### src/rtl/core_mem_arbiter.sv
// -----------------------------------------------------------------------------
// core_mem_arbiter
//
// Two-port arbiter in front of a single-outstanding memory interface.
// Port 0 is the core data port and port 1 is the loader/DMA port. One
// transaction is in flight at a time. Ports that request together are
// served round-robin.
//
// Handshake: a requester holds req/addr/wr/wdata/be stable until it sees
// its one-cycle gnt. Every grant gets exactly one rvalid, one or more
// cycles later, unless the memory response times out. On a timeout err
// pulses and the requester gets no rvalid.
//
// Parameters
//   ADDR_WIDTH  memory byte-address width
//   DATA_WIDTH  data bus width
//   BE_WIDTH    byte-enable width (DATA_WIDTH/8)
//   TIMEOUT     cycles to wait for mem_rvalid_i after a grant (1..255)
//
// Ports
//   clk, rst_n                 clock (rising edge), async active-low reset
//   pN_req_i / pN_addr_i /     requester N transaction request and fields
//   pN_wr_i / pN_wdata_i /
//   pN_be_i
//   pN_gnt_o                   one-cycle grant to requester N
//   pN_rvalid_o, pN_rdata_o    response to requester N (rdata 0 otherwise)
//   mem_req_o ... mem_be_o     request to memory (fields 0 when idle)
//   mem_gnt_i                  memory accepted the request this cycle
//   mem_rvalid_i, mem_rdata_i  memory response (reads and writes)
//   err_o                      one-cycle pulse on response timeout
// -----------------------------------------------------------------------------
module core_mem_arbiter #(
    parameter int ADDR_WIDTH = 16,
    parameter int DATA_WIDTH = 32,
    parameter int BE_WIDTH   = 4,
    parameter int TIMEOUT    = 255
) (
    input  logic                  clk,
    input  logic                  rst_n,

    input  logic                  p0_req_i,
    input  logic [ADDR_WIDTH-1:0] p0_addr_i,
    input  logic                  p0_wr_i,
    input  logic [DATA_WIDTH-1:0] p0_wdata_i,
    input  logic [BE_WIDTH-1:0]   p0_be_i,
    output logic                  p0_gnt_o,
    output logic                  p0_rvalid_o,
    output logic [DATA_WIDTH-1:0] p0_rdata_o,

    input  logic                  p1_req_i,
    input  logic [ADDR_WIDTH-1:0] p1_addr_i,
    input  logic                  p1_wr_i,
    input  logic [DATA_WIDTH-1:0] p1_wdata_i,
    input  logic [BE_WIDTH-1:0]   p1_be_i,
    output logic                  p1_gnt_o,
    output logic                  p1_rvalid_o,
    output logic [DATA_WIDTH-1:0] p1_rdata_o,

    output logic                  mem_req_o,
    output logic [ADDR_WIDTH-1:0] mem_addr_o,
    output logic                  mem_wr_o,
    output logic [DATA_WIDTH-1:0] mem_wdata_o,
    output logic [BE_WIDTH-1:0]   mem_be_o,
    input  logic                  mem_gnt_i,
    input  logic                  mem_rvalid_i,
    input  logic [DATA_WIDTH-1:0] mem_rdata_i,

    output logic                  err_o
);

    typedef enum logic [1:0] {
        ST_IDLE    = 2'd0,
        ST_REQ     = 2'd1,
        ST_WAIT_RV = 2'd2
    } state_t;

    localparam logic [7:0] TIMEOUT_CNT = 8'(TIMEOUT);

    state_t     state_q;
    logic       owner_q;   // port that owns the current transaction
    logic       prio_q;    // port favoured when both request (0 or 1)
    logic [7:0] cnt_q;     // cycles spent in WAIT_RV without a response
    logic       err_q;

    logic       any_req;
    logic       sel;       // combinational winner while idle
    logic       cur_owner; // port whose fields are presented this cycle
    logic       mem_req;
    logic       take;      // memory accepts the presented request
    logic       rv_hit;    // response belongs to the outstanding transaction
    logic [7:0] cnt_inc;

    // ------------------------------------------------------------------
    // Arbitration
    // ------------------------------------------------------------------
    assign any_req = p0_req_i | p1_req_i;

    // With both requesting the pointer decides. Otherwise the sole
    // requester wins. With no requester sel is 0, but it goes unused.
    assign sel = (p0_req_i & p1_req_i) ? prio_q : p1_req_i;

    // While idle the winner is picked combinationally. Once the arbiter
    // leaves IDLE, the latched owner is used and is not re-arbitrated.
    assign cur_owner = (state_q == ST_IDLE) ? sel : owner_q;

    // rst_n gates the request so that a requester holding req while the
    // arbiter is in reset cannot reach the memory.
    assign mem_req = rst_n &
                     (((state_q == ST_IDLE) & any_req) | (state_q == ST_REQ));

    assign take = mem_req & mem_gnt_i;

    // ------------------------------------------------------------------
    // Memory-side outputs: fields are forced to zero when no request is
    // being presented.
    // ------------------------------------------------------------------
    always_comb begin
        mem_req_o   = mem_req;
        mem_addr_o  = '0;
        mem_wr_o    = 1'b0;
        mem_wdata_o = '0;
        mem_be_o    = '0;
        if (mem_req) begin
            if (cur_owner) begin
                mem_addr_o  = p1_addr_i;
                mem_wr_o    = p1_wr_i;
                mem_wdata_o = p1_wdata_i;
                mem_be_o    = p1_be_i;
            end else begin
                mem_addr_o  = p0_addr_i;
                mem_wr_o    = p0_wr_i;
                mem_wdata_o = p0_wdata_i;
                mem_be_o    = p0_be_i;
            end
        end
    end

    // ------------------------------------------------------------------
    // Requester-side outputs
    // ------------------------------------------------------------------
    assign p0_gnt_o = take & ~cur_owner;
    assign p1_gnt_o = take &  cur_owner;

    // mem_rvalid_i counts only while a transaction is outstanding. Stray
    // or late pulses in any other state are dropped.
    assign rv_hit = rst_n & mem_rvalid_i & (state_q == ST_WAIT_RV);

    assign p0_rvalid_o = rv_hit & ~owner_q;
    assign p1_rvalid_o = rv_hit &  owner_q;
    assign p0_rdata_o  = p0_rvalid_o ? mem_rdata_i : '0;
    assign p1_rdata_o  = p1_rvalid_o ? mem_rdata_i : '0;

    assign err_o = err_q;

    // ------------------------------------------------------------------
    // Control FSM
    // ------------------------------------------------------------------
    assign cnt_inc = cnt_q + 8'd1;

    always_ff @(posedge clk or negedge rst_n) begin
        if (!rst_n) begin
            state_q <= ST_IDLE;
            owner_q <= 1'b0;
            prio_q  <= 1'b0;
            cnt_q   <= 8'd0;
            err_q   <= 1'b0;
        end else begin
            err_q <= 1'b0;
            case (state_q)
                ST_IDLE: begin
                    if (any_req) begin
                        owner_q <= sel;
                        if (take) begin
                            state_q <= ST_WAIT_RV;
                            cnt_q   <= 8'd0;
                            prio_q  <= ~sel;
                        end else begin
                            state_q <= ST_REQ;
                        end
                    end
                end

                ST_REQ: begin
                    if (take) begin
                        state_q <= ST_WAIT_RV;
                        cnt_q   <= 8'd0;
                        prio_q  <= ~owner_q;
                    end
                end

                ST_WAIT_RV: begin
                    // A response that arrives in the last allowed cycle
                    // takes priority over the timeout.
                    if (mem_rvalid_i) begin
                        state_q <= ST_IDLE;
                        cnt_q   <= 8'd0;
                    end else if (cnt_inc == TIMEOUT_CNT) begin
                        state_q <= ST_IDLE;
                        cnt_q   <= 8'd0;
                        err_q   <= 1'b1;
                    end else begin
                        cnt_q <= cnt_inc;
                    end
                end

                default: begin
                    state_q <= ST_IDLE;
                end
            endcase
        end
    end

endmodule

### config.mk
export PLATFORM = sky130hd
export DESIGN_NAME = core_mem_arbiter
export DESIGN_NICKNAME = d
export VERILOG_FILES = /design/src/rtl/core_mem_arbiter.sv
export SDC_FILE = /design/constraint.sdc
export NUM_CORES = 1
export LEC_CHECK = 0
export ABC_AREA = 0
export CORE_AREA = 2 2 105 107
export DETAILED_ROUTE_END_ITERATION = 6
export DIE_AREA = 0 0 107 109
export GPL_ROUTABILITY_DRIVEN = 0
export PLACE_DENSITY_LB_ADDON = 0.1
export SLEW_MARGIN = 20
export SYNTH_ARGS = -nofsm -noshare
export SYNTH_HDL_FRONTEND = slang
export SYNTH_SLANG_ARGS = --single-unit
### constraint.sdc
create_clock -name clk -period 3.9 [get_ports clk]
set_input_delay 0.585 -clock clk [delete_from_list [all_inputs] [get_ports clk]]
set_output_delay 0.585 -clock clk [all_outputs]
set_load 0.01 [all_outputs]
# Word-level counts from Yosys, hierarchy flattened
# Cells that the tools add are included.
totals:
  elab_cells: 65
  out_inout_bits: 123
  reg_bits: 13
op_classes:
  n_bitwise: 15
  eq_ne: 7
  addsub: 1
  n_reduce_logical: 7
  n_mux: 30
op_table:
  columns: ["operator", "n"]
  rows:
  - ["$mux W32", 4]
  - ["$mux W16", 2]
  - ["$mux W8", 4]
  - ["$pmux W8 S3", 1]
  - ["$and A1 B1 Y1", 10]
  - ["$mux W1", 10]
  - ["$mux W2", 5]
  - ["$add A8 B1 Y8 const B", 1]
  - ["$eq A8 B8 Y1 const B", 1]
  - ["$mux W4", 2]
  - ["$ne A2 B2 Y1 const B", 3]
  - ["$pmux W2 S3", 1]
  - ["$reduce_and A2 Y1", 2]
  - ["$reduce_and A4 Y1", 1]
  - ["$ne A3 B2 Y1 const B", 1]
  - ["$not A1 Y1", 3]
  - ["$reduce_and A3 Y1", 1]
  - ["$reduce_bool A3 Y1", 1]
  - ["$eq A2 B1 Y1 const B", 1]
  - ["$eq A2 B2 Y1 const B", 1]
  - ["$logic_not A2 Y1", 1]
  - ["$or A1 B1 Y1", 2]
  - ["$pmux W1 S2", 1]
  - ["$reduce_bool A2 Y1", 1]

# Logic depth before layout (Yosys ltp)
# Gate-level depths: netlist (run 1).
depth:
  word_depth: 8
  mapped_depth: 8

# Least setup slack after synthesis (run 1)
# Ideal clock, no wire load.
synth_timing:
  kind: "input to output"
  start: "input p0_req_i"
  end: "output mem_addr_o[10]"
  t_required_ns: 3.315
  cell_stages: 6
  path_buffers: 1
  slack_ns: 1.627
  arrival_time_ns: 1.688
  cell_sequence: "inv_1 > o21ai_0 > o31ai_4 > clkbuf_1 > nand2_1 > a21oi_1"
synth_between:
  elab_chain_len: 5
  word_cells_on_any_way: 9
  classes_between: "4 x mux; 5 x bitwise"
synth_lines:
  columns: ["element", "line_no", "rtl"]
  rows:
  - ["from (decl)", "41", "input logic p0_req_i,"]
  - ["$and A1 B1 Y1 / $or A1 B1 Y1 (equally long branches)", "100, 96", null]
  - ["$mux W1 / $and A1 B1 Y1 (equally long branches)", "100, 109", null]
  - ["$mux W1 / $or A1 B1 Y1 (equally long branches)", "104, 109", null]
  - ["$mux W16 / $and A1 B1 Y1 (equally long branches)", "124, 108", null]
  - ["$mux W16 *", "123", "if (mem_req) begin"]
  - ["to (decl)", "60", "output logic [ADDR_WIDTH-1:0] mem_addr_o,"]
# Mark *: on every way between the ends. The rest lies on a longest branch, timed or not.

# Worst setup path after layout (run 1)
layout_timing:
  start: "input p1_req_i"
  end: "output mem_wdata_o[3]"
layout_between:
  elab_chain_len: 5
  word_cells_on_any_way: 9
  classes_between: "4 x mux; 5 x bitwise"
layout_lines:
  columns: ["element", "line_no", "rtl"]
  rows:
  - ["from (decl)", "50", "input logic p1_req_i,"]
  - ["$and A1 B1 Y1 / $or A1 B1 Y1 (equally long branches)", "100, 96", null]
  - ["$mux W1 / $and A1 B1 Y1 (equally long branches)", "100, 109", null]
  - ["$mux W1 / $or A1 B1 Y1 (equally long branches)", "104, 109", null]
  - ["$mux W32 / $and A1 B1 Y1 (equally long branches)", "124, 108", null]
  - ["$mux W32 *", "123", null]
  - ["to (decl)", "62", "output logic [DATA_WIDTH-1:0] mem_wdata_o,"]
# Marks and branches as above.

==> qor.yml, run 1 <==
job:
  max_cap_viol_count: 0
drt:
  vias_per_cell: 4.35
  routedWlPerCell_um: 14.4
  dr.pass1.iters: 4
  drt-total-wl_um: 10400
  drt_iter0_markers: 147
  drc: 0
  ant_nets: 0
  num_vias: 3149
yosys:
  synth_edf_count: 0
  syn_inst: 329
  yosys.area.top_type: "nand2_1"
  synthTopCellsByArea: "nand2_1 (23%), and2_1 (21%), dfrtp_1 (17%)"
  synth_ff_type: "dfrtp_1"
  syn-num-nets: 475
  ys_types: 34
  synth-seq-area-share_pct: 16.7
  yosysTopAreaCellShare_pct: 22.8
  async_reset_ff_share_pct: 100
  avgSynthCellArea_um2: 5.91
  yosysWarningCount: 0
  syn_area_um2: 1940
  synth_seq_cells: 13
cells_and_area:
  final_common_cell: "clkdlybuf4s50_1"
  antenna_cells: 0
  fin_area_um2: 4810
  syn_to_final_growth_pct: 148
  drive_above_1_share_pct: 3.25
  nNetsFinal: 731
  layout_common_cells: "clkdlybuf4s50_1 (266), nand2_1 (117), and2_1 (64), a21oi_1 (55), dfrtp_1 (13)"
run_status:
  outcome: "complete, no violations"
die:
  core_um2: 10600
  die_w_um: 107
  num_io_pins: 267
  die-area_um2: 11700
  num_rows: 38
  start_util_pct: 18.3
  fp.dieH_um: 109
cts:
  cts_htree_levels: 1
  cts-resized-gates: 0
  clockRootBuffer: "clkbuf_8"
  insertion_delay_ps: 240
  cts_setup_buffers: 0
  cts_hold_buf: 0
  cts_sinks: 13
  cts.path.max_buffers: 2
  numCtsBuffers: 3
  tritoncts: "yes"
  clk_pin_slew_worst_paths_ps: 50
timing:
  fin_hold_ws_ps: 492
  setup-violations-final: 0
  fin_crit_sh_pct: 91.3
  fin_setup_tns_ps: 0
  hold_viol: 0
  max_freq_mhz: 281
  max-slew-margin-rel_pct: 50.4
  worstMarginPinSlew_ps: 741
  clock_skew_ps: 8.73
  fin_crit_ps: 3560
  setup_slack_ps: 341
  rsz0062_at_grt: "no"
  slew_viol_final: 0
critical_path:
  reg2reg_to: "cnt_q[4]$_DFFE_PN0P_"
  rr_worst_depth: 7
  cpMostUsedCell: "clkdlybuf4s50_1"
  rr_startpoint: "cnt_q[0]$_DFFE_PN0P_"
  worstSetupStartpointType: "input pin"
  worstPathRequired_ps: 3310
  cp-end-kind: "output pin"
  critPathSlowestCell: "o31ai_4"
  cp_max_fo: 16
  cp.arrival_ps: 2970
  worstPathCellList: "clkdlybuf4s50_1 -> o21ai_0 -> o31ai_4 -> buf_4 -> nand2_1 -> a21oi_1 -> clkdlybuf4s50_1"
  path_class: "input pin to output pin"
  rrSetupSlack_ps: 2000
  critical_path.max_stage_delay_ps: 600
placed_design:
  dpl_worst_slack_ps: 309
  placed_cell_area_um2: 4770
  place_hpwl_um: 8550
  numPortBuffers: 266
min_path:
  holdPathStages: 1
  min_path_type: "register to register"
  min_from: "prio_q$_DFFE_PN0P_"
  min_to: "prio_q$_DFFE_PN0P_"
power_and_ir_drop:
  total_power_mw: 1.02
  ir_worst_vdd_uv: 132
  p_leak_nw: 1.92
  power_density_nw_per_um2: 211
grt:
  antenna_found_initial: 0
  grt-ovfl-total: 0
  track_usage_pct: 15.6
  grt_pass1_vias: 2940
  grt_pass1_wl_um: 14700
  grt_max_degree: 55
-- Yosys cell counts (2+ instances only) --
cell type  instances
nor2_1             9
nand2_1          118
ha_1               2
a21oi_1           55
o21ai_0            8
nand3_1            4
a211o_1            2
xnor2_1            2
and2_1            64
a21o_1             2
clkbuf_1          15
or2b_1             2
dfrtp_1           13
nor3_1             4
a31oi_1            2
inv_1              4
buf_4              6
-- worst max path at each step --
| stage | startpoint | endpoint | slack [ps] | cells past startpoint |
|---|---|---|---|---|
| 6_report | p1_req_i | mem_wdata_o[3] | 340 | 7 |
| 5_1_grt | p0_req_i | mem_addr_o[14] | 100 | 8 |
| 4_1_cts | p1_req_i | mem_wdata_o[3] | 310 | 7 |
| 3_5_place_dp | p1_req_i | mem_wdata_o[3] | 310 | 7 |
| 3_3_place_gp | p0_req_i | mem_be_o[0] | 360 | 8 |
| 2_1_floorplan | p0_req_i | mem_addr_o[10] | 1630 | 6 |
-- cells by family after synthesis --
| kind of cell | count (synthesis) | synth area share, % |
|---|---|---|
| simple gates | 209 | 51.5 |
| fa+ha+maj | 2 | 1.29 |
| compound gates | 76 | 22.9 |
| flops | 13 | 16.7 |
| xor+xnor | 3 | 1.35 |
| buf+inv | 26 | 6.24 |
-- power breakdown --
| group | switching [mW] | total, mW | internal, mW |
|---|---|---|---|
| sequential | 0.0145 | 0.162 | 0.148 |
| clock | 0.0474 | 0.119 | 0.0720 |
| combinational | 0.337 | 0.734 | 0.397 |
-- critical path: cells and delay by family --
family          cells  cell delay, ps
buf+inv             3            1380
simple gates        1              80
compound gates      3             930
-- cell type report --
| type | count | area, µm² |
|---|---|---|
| sequential | 13 | 325 |
| tap | 140 | 175 |
| timing repair buffer | 273 | 2750 |
| inverter | 4 | 15.0 |
| multi-input combinational | 290 | 1500 |
| clock buffer | 4 | 45.0 |
| fill | 1063 | 5790 |
-- registers in the layout, indices dropped and copies added, names as in the netlist --
name     flops
cnt_q        8
err_o        1
owner_q      1
prio_q       1
state_q      2
-- layer usage --
layer	GRT usage [%]	up-vias	share of wire (%)
met5	0	-	0
met1	16.0	1409	36
met4	2.69	0	1.7
met3	4.42	12	8.9
li1	-	1581	-
met2	31.5	147	54
-- per-stage QoR --
| stage | utilization [%] | instances |
|---|---|---|
| floorplan | - | 329 |
| global placement | 45.0 | 720 |
| detailed placement | 45.0 | 720 |
| CTS | 45.4 | 724 |
| global route | 45.4 | 724 |
| finish | 45.4 | 724 |
No activity file was read; power rests on OpenSTA's default activity.
==> run 2: changes to the inputs <==
- CTS_BUF_LIST: unset -> sky130_fd_sc_hd__clkbuf_4
==> run 2 against run 1 <==
  * Combinational power about the same
  * Clock power down 24%
  * Routed wire length down 0.17%
  * Non-clock buffer count unchanged
  * Clock-buffer cell count unchanged
  * Sequential share of layout area about the same
  * Critical path depth unchanged
  * Worst setup slack better by 7.9 ps
  * Utilization down 0.14 points
  * Cell area down 0.31%
==> qor.yml, run 2 (same netlist as run 1, synthesis figures left out) <==
grt:
  grt-busiest-layer: "met2"
  met3_usage_pct: 4.24  # -0.18 points
  grtUsageMet2_pct: 31.4  # -0.091 points
  grt_max_degree: 55  # unchanged
  grt_pass1_wl_um: 14700  # about the same
  antenna_found_initial: 0  # unchanged
  grt.met1_usage_pct: 16.0  # -0.036 points
  grt_pass1_vias: 2933  # -0.24%
  track_usage_pct: 15.6  # unchanged
  grt-ovfl-total: 0  # unchanged
timing:
  max-slew-margin-rel_pct: 50.4  # about the same
  slew_viol_final: 0  # unchanged
  hold_viol: 0  # unchanged
  fin_setup_tns_ps: 0  # unchanged
  clock_skew_ps: 8.61  # -0.120 ps
  setup-violations-final: 0  # unchanged
  rsz0062_at_grt: "no"
  max_freq_mhz: 282  # +0.22%
  worstMarginPinSlew_ps: 740  # -0.420 ps
  fin_crit_sh_pct: 91.1  # -0.20 points
  fin_crit_ps: 3550  # -7.87 ps
power_and_ir_drop:
  power_density_nw_per_um2: 205  # -2.7%
  ir_worst_vdd_uv: 91.7  # -31%
  p_leak_nw: 1.92  # -0.23%
cells_and_area:
  nNetsFinal: 731  # unchanged
  largestRegisters: "cnt_q (8), state_q (2)"
  syn_to_final_growth_pct: 147
  layout_common_cells: "clkdlybuf4s50_1 (266), nand2_1 (117), and2_1 (64), a21oi_1 (55), dfrtp_1 (13)"
  final_common_cell: "clkdlybuf4s50_1"
  drive_above_1_share_pct: 3.42  # +0.17 points
  final_cells: 724  # unchanged
  fin_area_um2: 4800  # -0.31%
  largest_reg_flops: 8  # unchanged
  antenna_cells: 0  # unchanged
  regMostFlops: "cnt_q"
placed_design:
  place_hpwl_um: 8550  # unchanged
  placed_cell_area_um2: 4770  # unchanged
  placed_cells: 720  # unchanged
  numPortBuffers: 266  # unchanged
cts:
  tritoncts: "yes"
  cts.path.max_buffers: 2  # unchanged
  cts-resized-gates: 0  # unchanged
  clockRootBuffer: "clkbuf_4"
  clk_pin_slew_worst_paths_ps: 80  # +30 ps
  cts_sinks: 13  # unchanged
  cts_hold_buf: 0  # unchanged
  cts_setup_buffers: 0  # unchanged
  insertion_delay_ps: 270  # +30 ps
  cts_htree_levels: 1  # unchanged
  numCtsBuffers: 3  # unchanged
drt:
  drc: 0  # unchanged
  dr.pass1.iters: 4  # unchanged
  vias_per_cell: 4.37  # +0.41%
  ant_nets: 0  # unchanged
  drt-total-wl_um: 10400  # -0.17%
  routedWlPerCell_um: 14.4  # -0.17%
  num_vias: 3162  # +0.41%
  drt_iter0_markers: 140  # -4.8%
die:
  die-area_um2: 11700  # unchanged
  die_w_um: 107  # unchanged
  core_um2: 10600  # unchanged
  start_util_pct: 18.3  # unchanged
  fp.dieH_um: 109  # unchanged
  num_io_pins: 267  # unchanged
  num_rows: 38  # unchanged
critical_path:
  path_class: "input pin to output pin"
  crit_family: "buffers and inverters"
  critical_path.max_stage_delay_ps: 590  # about the same
  worstSetupStartpointType: "input pin"
  worstPathCellList: "clkdlybuf4s50_1 -> o21ai_0 -> o31ai_4 -> buf_4 -> nand2_1 -> a21oi_1 -> clkdlybuf4s50_1"
  critPathSlowestCell: "o31ai_4"
  cp_max_fo: 16  # unchanged
  cp.arrival_ps: 2970  # about the same
  critPathBufInv: 3  # unchanged
  cp-end-kind: "output pin"
  worstPathRequired_ps: 3310  # about the same
  cpMostUsedCell: "clkdlybuf4s50_1"
run_status:
  outcome: "complete, no violations"
min_path:
  min_path_type: "register to register"
job:
  max_cap_viol_count: 0  # unchanged
==> run 2: final timing paths <==
check | start | end | slack (ps) | cells past startpoint
hold reg to reg | prio_q$_DFFE_PN0P_ | prio_q$_DFFE_PN0P_ | 500 | 1
hold / removal | prio_q$_DFFE_PN0P_ | prio_q$_DFFE_PN0P_ | 500 | 1
min in group asynchronous | rst_n | cnt_q[4]$_DFFE_PN0P_ | 680 | 2
setup / recovery | p1_req_i | mem_wdata_o[3] | 350 | 7
setup reg to reg | cnt_q[0]$_DFFE_PN0P_ | cnt_q[4]$_DFFE_PN0P_ | 1990 | 7
max in group asynchronous | rst_n | cnt_q[3]$_DFFE_PN0P_ | 3030 | 2
==> run 2: metrics by stage <==
stage / power (mW) / util, % / hold slack, ps / setup WS (ps)
finish: 0.986 / 45.3 / 497 / 349
global route: 1.07 / 45.3 / 520 / 96.4
CTS: 1.00 / 45.3 / 496 / 310
detailed placement: 0.909 / 45.0 / 478 / 309
global placement: 0.904 / 45.0 / 480 / 361
floorplan: 0.505 / - / 289 / 1630
==> run 2: layout make-up <==
type / instances / area [µm²]
Inverter: 4 / 15.0
Fill cell: 1066 / 5800
Multi-Input combinational cell: 290 / 1500
Timing Repair Buffer: 273 / 2750
Sequential cell: 13 / 325
Tap cell: 140 / 175
Clock buffer: 4 / 30.0
==> run 2: report_power, final <==
part | internal [mW] | switching [mW] | total [mW]
Sequential | 0.148 | 0.0143 | 0.162
Combinational | 0.397 | 0.336 | 0.734
Clock | 0.0465 | 0.0439 | 0.0904
Total | 0.591 | 0.395 | 0.986
==> run 2: layer usage <==
metal	up-vias	routed length, µm
met5	-	0
li1	1583	-
met1	1418	3710
met3	14	923
met4	0	180
met2	147	5600
